File: config.mk
export PLATFORM = sky130hd
export DESIGN_NAME = tug_of_war_ctrl
export DESIGN_NICKNAME = d
export VERILOG_FILES = /design/src/rtl/tug_of_war_ctrl.sv
export SDC_FILE = /design/constraint.sdc
export NUM_CORES = 1
export LEC_CHECK = 0
export ABC_AREA = 1
export CAP_MARGIN = 20
export CORE_MARGIN = 5
export CORE_UTILIZATION = 44
export DETAILED_ROUTE_END_ITERATION = 12
export PLACE_DENSITY = 0.78
export SYNTH_ARGS = -nofsm -noshare
export SYNTH_HDL_FRONTEND = slang
export SYNTH_SLANG_ARGS = --single-unit
File: constraint.sdc
create_clock -name clk -period 1.7 [get_ports clk]
set_input_delay 0.425 -clock clk [delete_from_list [all_inputs] [get_ports clk]]
set_output_delay 0.425 -clock clk [all_outputs]
set_load 0.1 [all_outputs]
File: src/rtl/tug_of_war_ctrl.sv
// Round/match sequencer for the tug-of-war playfield: an LFSR-driven computer player,
// round-win detection at the end lights, scoring, and match-over freeze.
module tug_of_war_ctrl #(
    parameter int WIN_SCORE = 7,
    parameter int PACE      = 1
) (
    input  logic       clk,
    input  logic       reset,
    input  logic       human_press,
    input  logic [8:0] difficulty,
    input  logic       left_end,
    input  logic       right_end,
    output logic       L,
    output logic       R,
    output logic       nextRound,
    output logic [2:0] cpu_score,
    output logic [2:0] human_score,
    output logic       game_over,
    output logic [1:0] dbg_state,
    output logic [8:0] dbg_lfsr
);

    typedef enum logic [1:0] {
        PLAY  = 2'd0,
        ROUND = 2'd1,
        OVER  = 2'd2
    } state_t;

    localparam int             PW        = (PACE > 1) ? $clog2(PACE) : 1;
    localparam logic [PW-1:0]  PACE_LAST = PW'(PACE - 1);
    localparam logic [2:0]     WIN       = 3'(WIN_SCORE);

    state_t        state;
    logic [8:0]    lfsr;
    logic [PW-1:0] pace_cnt;
    logic          pace_tick;
    logic          cpu_win;
    logic          human_win;

    // L and R are unacknowledged one-cycle press strobes: the playfield consumes
    // them in the cycle they are high, there is no ready/backpressure path.
    assign pace_tick = (pace_cnt == PACE_LAST);
    assign L         = (state == PLAY) & pace_tick & (lfsr < difficulty);
    assign R         = human_press & (state == PLAY);
    assign cpu_win   = left_end & L & ~R;
    assign human_win = right_end & R & ~L;

    assign dbg_state = state;
    assign dbg_lfsr  = lfsr;

    always_ff @(posedge clk) begin
        if (reset) begin
            state       <= PLAY;
            lfsr        <= 9'h001;
            pace_cnt    <= '0;
            cpu_score   <= 3'd0;
            human_score <= 3'd0;
            nextRound   <= 1'b0;
            game_over   <= 1'b0;
        end else begin
            lfsr      <= {lfsr[7:0], lfsr[8] ^ lfsr[4]};
            pace_cnt  <= pace_tick ? '0 : pace_cnt + PW'(1);
            nextRound <= 1'b0;
            case (state)
                PLAY: begin
                    // A tie (both pressed) scores nothing; cpu_win/human_win are exclusive.
                    if (cpu_win) begin
                        cpu_score <= cpu_score + 3'd1;
                        if (cpu_score + 3'd1 == WIN) begin
                            state     <= OVER;
                            game_over <= 1'b1;
                        end else begin
                            state     <= ROUND;
                            nextRound <= 1'b1;
                        end
                    end else if (human_win) begin
                        human_score <= human_score + 3'd1;
                        if (human_score + 3'd1 == WIN) begin
                            state     <= OVER;
                            game_over <= 1'b1;
                        end else begin
                            state     <= ROUND;
                            nextRound <= 1'b1;
                        end
                    end
                end
                ROUND:   state <= PLAY;
                OVER:    state <= OVER;
                default: state <= PLAY;
            endcase
        end
    end

endmodule
# ---- After elaboration in Yosys (flattened, before gate mapping)
# Cells that the tools add are included.
dict set report word_totals {
  elab_cells 50
  reg_bits 20
  input_bits 14
  output_inout_bits 21
}
dict set report classes {
  n_reduce_logical 8
  n_bitwise 13
  magnitude_cmp 1
  n_eq_ne 5
  muxes 13
  addsub 3
}
# operator count
set ops {}
lappend ops {{$lt A9 B9 Y1} 1}
lappend ops {{$mux W1} 8}
lappend ops {{$mux W2} 4}
lappend ops {{$and A1 B1 Y1} 7}
lappend ops {{$add A3 B1 Y3 const B} 2}
lappend ops {{$eq A3 B3 Y1 const B} 2}
lappend ops {{$not A1 Y1} 5}
lappend ops {{$pmux W2 S2} 1}
lappend ops {{$reduce_and A4 Y1} 1}
lappend ops {{$reduce_bool A2 Y1} 2}
lappend ops {{$reduce_or A2 Y1} 2}
lappend ops {{$ne A3 B3 Y1 const B} 1}
lappend ops {{$reduce_and A3 Y1} 1}
lappend ops {{$eq A2 B2 Y1 const B} 1}
lappend ops {{$logic_not A2 Y1} 1}
lappend ops {{$ne A2 B1 Y1 const B} 1}
lappend ops {{$reduce_and A2 Y1} 1}
lappend ops {{$add A1 B1 Y1 const B} 1}
lappend ops {{$xor A1 B1 Y1} 1}

# ---- Longest topological paths before layout
# Gate-level depths: netlist (run 1).
dict set report depth {
  depth_word 8
  mapped_depth 12
  mapped_depth_nobuf 12
}

# ---- Least setup slack after synthesis (run 1)
# OpenSTA, ideal clock, no wires.
dict set report synth_timing {
  path_kind {register to register}
  from {reg state[1] (netlist: dbg_state[1])}
  to {reg cpu_score[1]}
  t_arrival_ps 3796
  stages_incl_launch_ff 7
  path_slack_ps -2216
  setup_ps 120
  path_buffers 0
  required_time_ps 1580
  synth_period_minus_slack_ps 3916
  path_cell_list {dfxtp_1 > nor3b_1 > nor2_1 > nand4_2 > inv_1 > o21ai_1 > a21oi_1}
}
dict set report synth_via {
  elab_cells_between_ends 8
  cone_classes {bitwise: 6; reduce/logical: 2}
}
# element line
set synth_lines {}
lappend synth_lines {{start, declared} 33} ;# state_t state;
lappend synth_lines {{start signal, assigned} 53} ;# state <= PLAY;
lappend synth_lines {{start signal, assigned} 70} ;# state <= OVER;
lappend synth_lines {{start signal, assigned} 73} ;# state <= ROUND;
lappend synth_lines {{$logic_not A2 Y1} 44} ;# assign R = human_press & (state == PLAY);
lappend synth_lines {{$and A1 B1 Y1} 44}
lappend synth_lines {{via R} 14} ;# output logic R,
lappend synth_lines {{$not A1 Y1} 45} ;# assign cpu_win = left_end & L & ~R;
lappend synth_lines {{$and A1 B1 Y1} 45}
lappend synth_lines {{$reduce_and A2 Y1 (no line)} --}
lappend synth_lines {{end signal, assigned} 68} ;# cpu_score <= cpu_score + 3'd1;
lappend synth_lines {{end, declared} 16} ;# output logic [2:0] cpu_score,
# The timed path passes the listed nets, and every way through them passes these cells.
# A chain may end at the register's enable or synchronous reset.

# ---- Worst setup path after layout (run 1)
dict set report layout_timing {
  from {in difficulty[3]}
  to {out L}
}
dict set report layout_via {
  elab_chain_len 2
}
# element line
set layout_rtl {}
lappend layout_rtl {{start, declared} 10} ;# input logic [8:0] difficulty,
lappend layout_rtl {{$lt A9 B9 Y1} 43} ;# assign L = (state == PLAY) & pace_tick & (lfsr < difficulty);
lappend layout_rtl {{$and A1 B1 Y1} 43}
lappend layout_rtl {{end, declared} 13} ;# output logic L,
# Every way passes these cells.

==> results of run 1 <==
## registers in the layout, summed over array words and instances (netlist names)
signal / count
dbg_lfsr: 9
human_score: 3
cpu_score: 3
dbg_state: 2
pace_cnt: 1
nextRound: 1
game_over: 1
## what timing repair did
| item | in CTS | in global routing |
|---|---|---|
| pin swaps | 19 | 4 |
| setup buffers | 7 | 5 |
| resized for setup | 30 | 18 |
| setup endpoints to repair | 12 | 11 |
## synthesized netlist by cell type, types with 2 or more instances
master / number / area [µm²]
nand3_1: 2 / 10.01
nand3_2: 3 / 30.03
inv_1: 30 / 112.6
xnor2_1: 2 / 17.52
ha_1: 12 / 150.1
nand2_1: 22 / 82.58
o21ai_1: 2 / 10.01
nor2_4: 2 / 22.52
a21oi_1: 10 / 50.05
dfxtp_1: 20 / 400.4
o21ai_0: 4 / 20.02
nor2_1: 18 / 67.56
## critical path: cells and delay by family
kind / cells / cell delay (ns)
buffers and inverters: 5 / 0.71
AND/OR/NAND/NOR: 5 / 0.37
adder cells (fa/ha/maj): 1 / 0.28
## per-stage QoR
step | setup slack [ns] | hold slack (ns) | cells | area, µm² | setup TNS (ns)
finish | -0.5125 | 0.5507 | 229 | 2152 | -2.979
global route | -0.5695 | 0.5507 | 229 | 2152 | -3.823
CTS | -0.3929 | 0.5169 | 224 | 2063 | -0.4452
detailed placement | -0.6535 | 0.4777 | 213 | 1914 | -6.304
global placement | -0.5852 | 0.4528 | 213 | 1914 | -4.903
floorplan | -0.2629 | 0.4844 | 138 | 1227 | -1.743
## path summary, 6_finish.rpt
kind / from / endpoint / slack [ns] / cells past startpoint
setup / recovery: difficulty[3] / L / -0.51 / 11
hold / removal: game_over / game_over / 0.55 / 2
setup reg to reg: dbg_lfsr[6] / nextRound / -0.23 / 10
hold reg to reg: game_over / game_over / 0.55 / 2
## power by group
group          switching [mW]  internal [mW]  leakage (nW)
sequential             0.0352          0.480         0.172
combinational           0.366          0.215         0.778
clock                   0.189          0.180        0.0261
total                   0.590          0.875         0.976
## per-layer routing
layer | part of all wire | vias to the layer above | track usage | routed length [µm]
li1 | - | 548 | - | -
met1 | 0.34 | 636 | 0.2937 | 2158
met2 | 0.48 | 118 | 0.5252 | 3105
met3 | 0.092 | 53 | 0.06579 | 595
met4 | 0.090 | 0 | 0.1618 | 577
met5 | 0 | - | 0 | 0
## cells by family after synthesis
family / share of synthesized area
AOI/OAI and AO/OA: 0.07665
buffers and inverters: 0.1150
DFF: 0.3832
and+or+nand+nor: 0.2527
other: 0.003589
xor gates and xnor gates: 0.02515
adders and majority gates: 0.1437
## final cells by class
| cell class | instances | area share |
|---|---|---|
| timing repair buffer | 60 | 0.3430 |
| multi-input combinational | 86 | 0.3564 |
| sequential | 20 | 0.2052 |
| clock buffer | 4 | 0.02209 |
| inverter | 31 | 0.05698 |
| tap | 28 | 0.01628 |
==> flow_summary.ini, run 1 <==
[die]
core_um2 = 2233
die_w_um = 58.73
start_util = 0.4678
dieHeight_um = 58.73
rows = 17
io_pins = 35
dieArea_um2 = 3449

[critical_path]
cp.arrival_ns = 1.79
path_cells = dlygate4sd2_1, inv_2, ha_4, nand2_4, inv_1, nand2_1, nand2_2, nand2_2, nand3_4, clkinvlp_4, buf_12
slowest_stage = dlygate4sd2_1
critPathRequiredTime_ns = 1.27
crit_type = input pin to output pin
crit_path_max_incr_delay_ns = 0.29
cp-start-kind = input pin
crit_top_cell = nand2_2
cp-end-kind = output pin
crit_fanout = 2

[yosys]
syn_inst = 138
synthArstFlopShare = 0
avgSynthCellArea_um2 = 7.571
synthFlopType = dfxtp_1
synth_seq_cells = 20
yosysSeqAreaShare = 0.3832
yosys_warnings = 0
syn_nets = 164
synth_edf_count = 0
syn_area_um2 = 1045
yosysUniqueCellTypes = 23

[hold_path]
worstHoldPathType = register to register

[run_status]
failed_checks = negative setup slack
status = complete, but fails checks

[drt]
avgRoutedWirePerCell_um = 28.10
routed_via_density = 5.917
drc = 0
drtIter0Drc = 104
antenna_left = 0
drt_pass1_iterations = 4
vias = 1355
wl_um = 6436

[final_layout]
multiInputGateArea_um2 = 767.0
area.growth.synth_to_final_pct = 106.0
drive_gt1_frac = 0.5871
n_antenna_cell = 0
final.fill_count = 45
nNetsFinal = 228
final_common_cell = buf_4
layout_common_cells = 24 x buf_4, 21 x buf_12, 20 x inv_1
regArea_um2 = 441.7
post-route-util = 0.9636

[clock_network]
insertion_delay_ns = 0.33
clkSinkCount = 20
hold_buffers = 0
max-clock-path-buffers = 2
numCtsBuffers = 3
h-tree-depth = 1
cts-root-buf = clkbuf_4
cts_tree = built
cts.clk_slew.worst_paths_ns = 0.13

[timing]
maxSlewViolCount = 0
rsz0062_at_grt = yes
setup_violations = 11
fin_skew_ns = 0.01570
period_minus_slack_ns = 2.212
fin_ws_ns = -0.5125
hold_violations = 0
finalCritPeriodShare = 1.301
fmax_ghz = 0.4520

[job]
cap_violations = 0

[grt]
gr-total-overflow = 0
grt_pass1_vias = 1355
track_usage = 0.2863
grt_antenna_before_repair = 0
grt_max_degree = 13
grt_pass1_wl_um = 7093

[placed_design]
gp_congestion = 0.8095
port_buffers = 34
dpl.hpwl_um = 2616

[pwr]
peakVddDrop_mv = 0.8000
power.total_mw = 1.465
leakage_nw = 0.9757
p_per_area_nw_per_um2 = 680.7
Power figures use the tool's default switching activity.
==> inputs of run 2 (changes only) <==
--- a/config.mk
+++ b/config.mk
@@ -6,9 +6,10 @@
 export NUM_CORES = 1
 export LEC_CHECK = 0
 export ABC_AREA = 1
-export CAP_MARGIN = 20
-export CORE_MARGIN = 5
+export CAP_MARGIN = 40
+export CORE_MARGIN = 3
 export CORE_UTILIZATION = 44
+export CTS_BUF_LIST = sky130_fd_sc_hd__clkbuf_16
 export DETAILED_ROUTE_END_ITERATION = 12
 export PLACE_DENSITY = 0.78
 export SYNTH_ARGS = -nofsm -noshare
==> flow_summary.ini, run 2 <==
[yosys]
yosys-top-cells-count = 30 x inv_1, 22 x nand2_1, 20 x dfxtp_1, 18 x nor2_1, 12 x ha_1
synth_seq_cells = 20
synthArstFlopShare = 0
avgSynthCellArea_um2 = 7.571
synth-xor-area-share = 0.02515
synth_compound_area_frac = 0.07665
yosysUniqueCellTypes = 23
synth_top_family_by_area = simple AND/OR/NAND/NOR gates
synth_simple_gate_area_frac = 0.2527
syn_inst = 138
synth-adder-area-share = 0.1437
synth_top_area_share = 0.3832
yosys.area.top_type = dfxtp_1
syn_nets = 164
synth_edf_count = 0
yosysSeqAreaShare = 0.3832
syn_area_um2 = 1045
yosys_warnings = 0
yosys-top-cells-area = dfxtp_1 38%, ha_1 14%, inv_1 11%
yosysMostFrequentCell = inv_1
synth_mux_area_frac = 0
synthFlopType = dfxtp_1

[placed_design]
dpl.hpwl_um = 2473
gp_congestion = 0.7529
dp.cells = 213
port_buffers = 34

[clock_network]
h-tree-depth = 1
numCtsBuffers = 3
cts-root-buf = clkbuf_16
clkSinkCount = 20
max-clock-path-buffers = 2

[die]
io_pins = 35
die_w_um = 54.73
dieHeight_um = 54.73
start_util = 0.4678
rows = 17

[grt]
grt_max_degree = 13

[run_status]
status = did not finish
stop_stage = global routing (5_1_grt)
error = [ERROR DPL-0038] Utilization greater than 100%, impossible to legalize

[timing]
worst_endpoint = L
worstEpCategory = output port
==> run 2: cell counts after synthesis <==
Identical to the previous run, type by type.
==> run 2: cells by family after synthesis <==
kind of cell / Yosys count
buffers and inverters: 32
AO/OA/AOI/OAI: 16
XOR/XNOR: 3
flip-flops: 20
other: 1
AND/OR/NAND/NOR: 54
adder cells (fa/ha/maj): 12
==> run 2: timing repair <==
item,CTS
pin swaps,20
hold buffers,0
setup buffers,2
gates resized for setup,59
endpoints found under the setup margin,12
==> run 2: per-stage QoR <==
stage            util  area, µm²  setup TNS [ns]  setup slack [ns]
4_1_cts        0.9485       2118         -0.3980           -0.3934
3_5_place_dp   0.8571       1914          -5.962           -0.6285
3_3_place_gp   0.8571       1914          -4.903           -0.5851
2_1_floorplan       -       1227          -1.743           -0.2629
==> inputs of run 3 (changes only) <==
--- a/config.mk
+++ b/config.mk
@@ -7,11 +7,10 @@
 export LEC_CHECK = 0
 export ABC_AREA = 1
 export CAP_MARGIN = 40
-export CORE_MARGIN = 3
-export CORE_UTILIZATION = 44
-export CTS_BUF_LIST = sky130_fd_sc_hd__clkbuf_16
+export CORE_AREA = 3 3 64 66
 export DETAILED_ROUTE_END_ITERATION = 12
-export PLACE_DENSITY = 0.78
+export DIE_AREA = 0 0 67 69
+export PLACE_DENSITY_LB_ADDON = 0.15
 export SYNTH_ARGS = -nofsm -noshare
 export SYNTH_HDL_FRONTEND = slang
 export SYNTH_SLANG_ARGS = --single-unit
==> flow_summary.ini, run 3 (synthesis gave the netlist of run 1 again) <==
[run_status]
status = complete, but fails checks
failed_checks = negative setup slack

[final_layout]
largest_reg_flops = 9
stdcell_count = 241
n_antenna_cell = 0
final_common_cell = buf_12
layout_common_cells = 21 x buf_12, 19 x inv_1, 17 x buf_4
design_area_um2 = 2142
area.growth.synth_to_final_pct = 105.0
multiInputGateArea_um2 = 779.5
nNetsFinal = 220
drive_gt1_frac = 0.6010
regArea_um2 = 441.7
final.fill_count = 334

[critical_path]
critPathRequiredTime_ns = 1.27
cp.buffers_inverters = 4
crit_type = input pin to output pin
crit_fanout = 3
cp-start-kind = input pin
crit_path_max_incr_delay_ns = 0.26
path_cells = clkdlybuf4s15_1, inv_2, ha_4, nand2_4, nor2_4, nand3_2, nand3_4, clkinvlp_4, buf_12
cp.arrival_ns = 1.58
cp_top_family = buffers and inverters
slowest_stage = ha_4
cp-end-kind = output pin

[clock_network]
cts.clk_slew.worst_paths_ns = 0.08
insertion_delay_ns = 0.26
max-clock-path-buffers = 2
cts_tree = built
h-tree-depth = 1
clkSinkCount = 20
cts-root-buf = clkbuf_8
numCtsBuffers = 3

[pwr]
peakVddDrop_mv = 0.3494
leakage_nw = 0.9402
p_per_area_nw_per_um2 = 677.2

[job]
cap_violations = 0

[timing]
hold_violations = 0
fin_tns_setup_ns = -0.7978
fmax_ghz = 0.4986
fin_skew_ns = 0.006447
period_minus_slack_ns = 2.006
setup_violations = 8
finalCritPeriodShare = 1.180
rsz0062_at_grt = yes
maxSlewViolCount = 0
fin_ws_ns = -0.3055

[die]
start_util = 0.2875
die_w_um = 67
rows = 22
dieHeight_um = 69
core_um2 = 3633
dieArea_um2 = 4623
io_pins = 35

[drt]
vias = 1027
drc = 0
drt_pass1_iterations = 4
wl_um = 2655
drtIter0Drc = 34
routed_via_density = 4.261
avgRoutedWirePerCell_um = 11.02
antenna_left = 0

[placed_design]
dp.cells = 233
gp_congestion = 0.7534
dpl.hpwl_um = 2056
port_buffers = 34
placed_cell_area_um2 = 1939

[grt]
track_usage = 0.1188
gr-total-overflow = 0
grt_pass1_vias = 1021
grt_max_degree = 13
grt_pass1_wl_um = 4374
grt_antenna_before_repair = 0

[hold_path]
worstHoldPathType = register to register
==> run 3: final cells by class <==
type | instances | share of cell area
Inverter | 31 | 0.05724
Multi-Input combinational cell | 86 | 0.3639
Tap cell | 48 | 0.02804
Sequential cell | 20 | 0.2062
Timing Repair Buffer | 52 | 0.3137
Clock buffer | 4 | 0.03096
==> run 3: what timing repair did <==
item / 4_1_cts / 5_1_grt
gates cloned: 0 / 0
buffers inserted: 3 / 1
hold buffers: 0 / 0
gates resized for setup: 32 / 26
pin swaps: 14 / 13
endpoints found under the setup margin: 12 / 11
==> run 3: routing by layer <==
metal	wire (µm)	vias up	global-route usage
li1	-	532	-
met1	1061	464	0.1439
met2	1420	25	0.2031
met3	133	6	0.02443
met4	39	0	0.04054
met5	0	-	0
==> run 3: final timing paths <==
kind	slack [ns]	endpoint	cells after the start	start
setup / recovery	-0.31	L	9	difficulty[5]
hold / removal	0.48	dbg_lfsr[1]	2	dbg_lfsr[0]
setup reg to reg	-0.08	human_score[1]	12	dbg_lfsr[4]
hold reg to reg	0.48	dbg_lfsr[1]	2	dbg_lfsr[0]
==> run 3: per-stage QoR <==
| stage | worst slack [ns] | util | hold WS [ns] | total power, mW |
|---|---|---|---|---|
| after floorplan | -0.2629 | - | 0.4844 | 0.8029 |
| after global placement | -0.5961 | 0.5337 | 0.4687 | 0.9819 |
| after detailed placement | -0.6239 | 0.5337 | 0.4709 | 0.9874 |
| after CTS | -0.3462 | 0.5713 | 0.4823 | 1.440 |
| after global routing | -0.3769 | 0.5895 | 0.5057 | 1.519 |
| final | -0.3055 | 0.5895 | 0.4776 | 1.451 |
==> run 3: where the power goes <==
part           switching, mW  internal (mW)
combinational          0.309          0.207
clock                  0.169          0.255
sequential            0.0300          0.480
total                  0.508          0.943
==> run 3: tightest hold or removal path: stages, from the launching register on <==
cell and delay [ns]:
dfxtp_2 0.35, inv_1 0.07, nor2_1 0.04
